$ cat src/rtl/sum_stream_arbiter.sv
// Round-robin arbiter that lends a single stream-summing engine to one of N requesters
// at a time: start pulse, element pass-through, result capture with a completion watchdog.
module sum_stream_arbiter #(
  parameter int N       = 4,
  parameter int W       = 8,
  parameter int TIMEOUT = 255
) (
  input  logic           clk,
  input  logic           nrst,
  input  logic [N-1:0]   req,
  input  logic [N*W-1:0] s_data,
  input  logic [N-1:0]   s_valid,
  input  logic [N-1:0]   s_last,
  output logic [N-1:0]   s_ready,
  output logic [N-1:0]   grant,
  output logic [N-1:0]   rsp_valid,
  output logic [W-1:0]   rsp_data,
  output logic           rsp_err,
  output logic           eng_start,
  output logic [W-1:0]   eng_s,
  output logic           eng_s_valid,
  output logic           eng_s_last,
  input  logic           eng_s_ready,
  input  logic           eng_done,
  input  logic [W-1:0]   eng_sum
);

  localparam int IW = (N > 1) ? $clog2(N) : 1;
  localparam int CW = $clog2(TIMEOUT + 1);
  localparam logic [CW-1:0] TLIM = CW'(TIMEOUT - 1);

  localparam logic [2:0] S_IDLE   = 3'd0;
  localparam logic [2:0] S_START  = 3'd1;
  localparam logic [2:0] S_STREAM = 3'd2;
  localparam logic [2:0] S_WAIT   = 3'd3;
  localparam logic [2:0] S_RESP   = 3'd4;

  logic [2:0]    state;
  logic [IW-1:0] owner;
  logic [IW-1:0] ptr;
  logic [CW-1:0] tcnt;

  logic [IW:0]   cand;
  logic [IW-1:0] pick;
  logic          found;
  logic          in_stream;
  logic          xfer_last;

  // First requesting index at or after the pointer, wrapping modulo N.
  always_comb begin
    found = 1'b0;
    pick  = '0;
    cand  = '0;
    for (int k = 0; k < N; k++) begin
      cand = {1'b0, ptr} + (IW+1)'(k);
      if (cand >= (IW+1)'(N)) cand = cand - (IW+1)'(N);
      if (!found && req[cand[IW-1:0]]) begin
        found = 1'b1;
        pick  = cand[IW-1:0];
      end
    end
  end

  assign in_stream = (state == S_STREAM);

  // Unbuffered pass-through: the handshake happens directly between owner and engine.
  always_comb begin
    s_ready     = '0;
    eng_s       = '0;
    eng_s_valid = 1'b0;
    eng_s_last  = 1'b0;
    if (in_stream) begin
      eng_s          = s_data[int'(owner)*W +: W];
      eng_s_valid    = s_valid[owner];
      eng_s_last     = s_last[owner];
      s_ready[owner] = eng_s_ready;
    end
  end

  assign xfer_last = in_stream && eng_s_valid && eng_s_ready && eng_s_last;

  always_ff @(posedge clk or negedge nrst) begin
    if (!nrst) begin
      state     <= S_IDLE;
      owner     <= '0;
      ptr       <= '0;
      tcnt      <= '0;
      grant     <= '0;
      rsp_valid <= '0;
      rsp_data  <= '0;
      rsp_err   <= 1'b0;
      eng_start <= 1'b0;
    end else begin
      eng_start <= 1'b0;
      rsp_valid <= '0;
      case (state)
        S_IDLE: begin
          if (found) begin
            grant     <= N'(1) << pick;
            owner     <= pick;
            eng_start <= 1'b1;
            state     <= S_START;
          end
        end
        S_START: state <= S_STREAM;
        S_STREAM: begin
          if (xfer_last) begin
            tcnt  <= '0;
            state <= S_WAIT;
          end
        end
        // A done arriving on the final watchdog cycle still counts as a normal completion.
        S_WAIT: begin
          if (eng_done) begin
            rsp_data  <= eng_sum;
            rsp_err   <= 1'b0;
            rsp_valid <= grant;
            state     <= S_RESP;
          end else if (tcnt == TLIM) begin
            rsp_data  <= '0;
            rsp_err   <= 1'b1;
            rsp_valid <= grant;
            state     <= S_RESP;
          end else begin
            tcnt <= tcnt + CW'(1);
          end
        end
        S_RESP: begin
          grant <= '0;
          ptr   <= (owner == IW'(N - 1)) ? '0 : owner + IW'(1);
          state <= S_IDLE;
        end
        default: state <= S_IDLE;
      endcase
    end
  end

endmodule

$ cat config.mk
export PLATFORM = sky130hd
export DESIGN_NAME = sum_stream_arbiter
export DESIGN_NICKNAME = d
export VERILOG_FILES = /design/src/rtl/sum_stream_arbiter.sv
export SDC_FILE = /design/constraint.sdc
export NUM_CORES = 1
export LEC_CHECK = 0
export BUFFER_PORTS_ARGS = -buffer_cell sky130_fd_sc_hd__buf_2
export CAP_MARGIN = 20
export CORE_MARGIN = 8
export CORE_UTILIZATION = 47
export CTS_CLUSTER_DIAMETER = 200
export CTS_CLUSTER_SIZE = 25
export DETAILED_ROUTE_END_ITERATION = 8
export HOLD_SLACK_MARGIN = 0.06
export PLACE_DENSITY = 0.8
export SKIP_CTS_REPAIR_TIMING = 1
export SLEW_MARGIN = 20
export SYNTH_ARGS = -nofsm -noshare
export SYNTH_HDL_FRONTEND = slang
export SYNTH_SLANG_ARGS = --single-unit
$ cat constraint.sdc
create_clock -name clk -period 2.1 [get_ports clk]
set_clock_uncertainty 0.1 [all_clocks]
set_input_delay 0.105 -clock clk [delete_from_list [all_inputs] [get_ports clk]]
set_output_delay 0.105 -clock clk [all_outputs]
set_load 0.05 [all_outputs]
==> Flow_metrics.wiki <==
{| class="wikitable"
! Metric !! Value
|-
| FP Rows || 23
|-
| Number of failing hold endpoints at the final stage || 0
|-
| Count of antenna-violating nets left after detailed routing || 0
|-
| Floorplan die area || approximately 6400 um^2
|-
| Initial antenna violation count || 0
|-
| Routing usage on met3 || 4.69%
|-
| Register-to-register setup slack || 150 ps
|-
| Maximum count of clock buffers along a single path || 2
|-
| Ant diodes || 0
|-
| Most crowded layer after global routing || met2
|-
| Classification of the worst setup path || flop to primary output
|-
| Remaining design rule violation count || 0
|-
| Shortest period the worst path allows || approximately 2000 ps
|-
| Max-slew violations || 0
|-
| Vias in the first global route || 1708
|-
| Element type at the critical path end || primary output
|-
| Summed area of non-filler cells in the final layout || 2630 um^2
|-
| Fraction of final layout cells with drive strength greater than 1 || 43.3%
|-
| Global-route usage over all layers || 15.6%
|-
| Estimated wirelength of the detail-placed design || 3950 um
|-
| Later-pin clock latency in the skew report || 280 ps
|-
| Leading cell type in the layout, fill and taps excluded || sky130_fd_sc_hd__buf_2
|-
| Setup repair after global routing missed its margin || false
|-
| I/O pin count || roughly 90
|-
| Mean instance size in the synthesized netlist || 10.9 um^2
|-
| Overall power of the completed layout || 3.71 mW
|-
| Kind of start point of the critical path || flop
|-
| Required time at the endpoint of the critical path || around 1900 ps
|-
| Floorplan core area || between 3000 and 4000 um^2
|-
| Pin count of the biggest net entering global routing || 34
|-
| Worst Hold Endpoint || state[2]$_DFFE_PN0P_
|-
| Drt via density || around 5.4
|-
| Met1 usage || 18.1%
|-
| YS warnings || 0
|-
| Total vias in the final route || 1763
|-
| Worst Reg-to-Reg Cells || 6
|-
| Critical Path AT || 1780 ps
|-
| Tightest Pin Transition || 720 ps
|-
| Global placer's final weighted congestion || 0.797
|-
| Footprint of the multi-input gates || 1030 um^2
|-
| Height of the chip || 80.1 um
|-
| Total Wirelength || 5330 um
|-
| Slowest cell on the critical path || sky130_fd_sc_hd__mux4_2
|-
| TritonCTS clock tree || done
|-
| Synthesized flop and latch total || 33
|-
| CP delay by family, top || multiplexers
|-
| Global routing usage on met2 || 26.0%
|-
| Share of the cycle needed by the critical path after routing || a little over nine tenths
|-
| Crit path buffers/inverters || 2
|-
| Final setup violating endpoints || 0
|-
| Worst path max stage delay || roughly 500 ps
|-
| CP Cell Sequence || buf_4 -> mux4_2 -> and2_1 -> buf_2
|-
| Input/output buffers || 87
|-
| Post-synthesis to final-layout area growth || 36.2%
|-
| Worst R2R Start || tcnt[0]$_DFFE_PN0P_
|-
| Static Leak || 1.32 nW
|-
| Status || finished, final reports clean
|-
| Highest Clock Rate || just over 500 MHz
|-
| Clock-pin slew of the registers on the worst-case setup and hold paths || 70 ps
|-
| Die X || 80.1 um
|-
| Wire length per cell after detailed routing || 16.3 um
|-
| Worst setup timing slack at the placement stage || 220 ps
|-
| Instance count of the mapped netlist || between 150 and 200
|-
| Area of the mapped netlist || 1930 um^2
|-
| Register Area || 828 um^2
|-
| Total CTS buffers || 5
|-
| Number of inserted filler cells in the final layout || approximately 330
|-
| Min-Delay Startpoint || eng_done
|-
| Area after detailed placement || 2410 um^2
|-
| Number of DRC violations after detailed-routing iteration 0 || 58
|-
| Clock root buffer || sky130_fd_sc_hd__clkbuf_8
|-
| Sum of overflow across all layers after global routing || 0
|-
| Setup tns final || 0 ps
|-
| Max capacitance violation total || 0
|-
| Slew HR || 52.0%
|-
| Sequential-to-total area share from yosys stat || 42.8%
|-
| Pre-Repair DR Iteration Count || 4
|-
| Most used cells in the layout excluding fill and tap cells || 87 x sky130_fd_sc_hd__buf_2, 31 x sky130_fd_sc_hd__dfrtp_1, 15 x sky130_fd_sc_hd__and2_1
|-
| Number of clock sinks seen by CTS || 33
|-
| Hold-critical path depth || 3
|-
| # nets final || 338
|-
| Power per unit of standard cell area || ~1400 nW/um^2
|-
| Unique cell type count in the Yosys netlist || 43
|-
| VDD IR max || 0.000927 V
|-
| Setup WS post-layout || 115 ps
|-
| Endpoint of the worst-slack reg-to-reg timing path || rsp_data[6]$_DFFE_PN0P_
|-
| Starting density of the core || 48.6%
|-
| First-pass GRT wire length || 8070 um
|-
| Critical Path Fanout Max || 6
|-
| Path type of the worst min-delay path || primary input to flop
|-
| CTS H-Tree Depth || 2
|-
| Post-synthesis net count || approximately 240
|}
## stage by stage
| stage | std cells | hold WS [ps] | util [%] |
|---|---|---|---|
| detailed placement | 310 | 95.2 | 60.7 |
| global route | 327 | 193 | 66.2 |
| global placement | 310 | 89.2 | 60.7 |
| CTS | 318 | -208 | 63.6 |
| floorplan | 177 | -291 | - |
| finish | 327 | 169 | 66.2 |
## cells in the mapped netlist, drive strengths merged
| master | number | area [um^2] |
|---|---|---|
| a311oi | 1 | 8.76 |
| a211oi | 2 | 15.0 |
| inv | 9 | 33.8 |
| nand3 | 7 | 35.0 |
| nand4bb | 1 | 11.3 |
| nor2b | 2 | 12.5 |
| nor2 | 11 | 41.3 |
| a32o | 2 | 20.0 |
| and3 | 5 | 31.3 |
| nand2 | 12 | 45.0 |
| ha | 6 | 75.1 |
| o211ai | 2 | 15.0 |
| xor2 | 1 | 8.76 |
| o22ai | 1 | 6.26 |
| a21o | 2 | 15.0 |
| mux4 | 10 | 225 |
| and4bb | 1 | 12.5 |
| clkbuf | 4 | 15.0 |
| nand2b | 3 | 18.8 |
| a21oi | 4 | 20.0 |
| dfrtp | 33 | 826 |
| o31ai | 2 | 20.0 |
| o2111a | 1 | 11.3 |
| o21a | 1 | 7.51 |
| and2 | 15 | 93.8 |
| mux2i | 2 | 20.0 |
| nor4 | 2 | 12.5 |
| a211o | 1 | 8.76 |
| xnor2 | 2 | 17.5 |
| nor4b | 1 | 15.0 |
| mux2 | 1 | 11.3 |
| nor3 | 5 | 36.3 |
| or4 | 1 | 11.3 |
| o21ai | 11 | 58.8 |
| a22o | 8 | 70.1 |
| buf | 4 | 32.5 |
| nor3b | 1 | 12.5 |
## power breakdown
part | leakage, nW | switching [mW] | internal (mW)
registers | 0.430 | 0.235 | 0.840
logic | 0.833 | 1.32 | 0.697
clock network | 0.0585 | 0.229 | 0.387
## cells by family after synthesis
family	share of synthesized area, %
fa+ha+maj	3.89
flops	42.8
simple gates	20.2
buf+inv	4.21
mux	13.3
compound gates	14.3
xor+xnor	1.36
## worst register-to-register path, cell delays in order (launching register included)
cell and delay [ps]:
sky130_fd_sc_hd__dfrtp_1 410, sky130_fd_sc_hd__inv_1 90, sky130_fd_sc_hd__ha_1 160, sky130_fd_sc_hd__nand3_1 230, sky130_fd_sc_hd__nor3_1 360, sky130_fd_sc_hd__o21ai_2 200, sky130_fd_sc_hd__a22o_1 280
## how the worst max path moves through the flow
stage	startpoint	endpoint	slack, ps	cells after the start
after global routing	tcnt[0]$_DFFE_PN0P_	rsp_data[6]$_DFFE_PN0P_	40	6
after detailed placement	tcnt[0]$_DFFE_PN0P_	state[0]$_DFFE_PN0P_	220	6
after CTS	owner[0]$_DFFE_PN0P_	eng_s[1]	20	4
after global placement	tcnt[0]$_DFFE_PN0P_	rsp_data[1]$_DFFE_PN0P_	280	6
after floorplan	owner[0]$_DFFE_PN0P_	eng_s[0]	320	3
final	owner[0]$_DFFE_PN0P_	eng_s[1]	110	4
## registers in the layout, summed over array words and instances (netlist names)
| signal | count |
|---|---|
| state | 3 |
| owner | 2 |
| rsp_err | 1 |
| grant | 4 |
| tcnt | 8 |
| rsp_valid | 4 |
| eng_start | 1 |
| rsp_data | 8 |
| ptr | 2 |
## metal layers
metal	routed length [um]	up-vias
met5	0	-
met4	79	0
met3	256	11
met2	2990	41
met1	2000	868
li1	-	843
## final cells by class
class	instances	share of cell area [%]
Clock buffer	7	3.28
Clock inverter	1	1.14
Inverter	9	1.29
Multi-Input combinational cell	127	39.3
Sequential cell	33	31.5
Tap cell	50	2.38
Timing Repair Buffer	100	21.1
No activity file was read; power rests on OpenSTA's default activity.
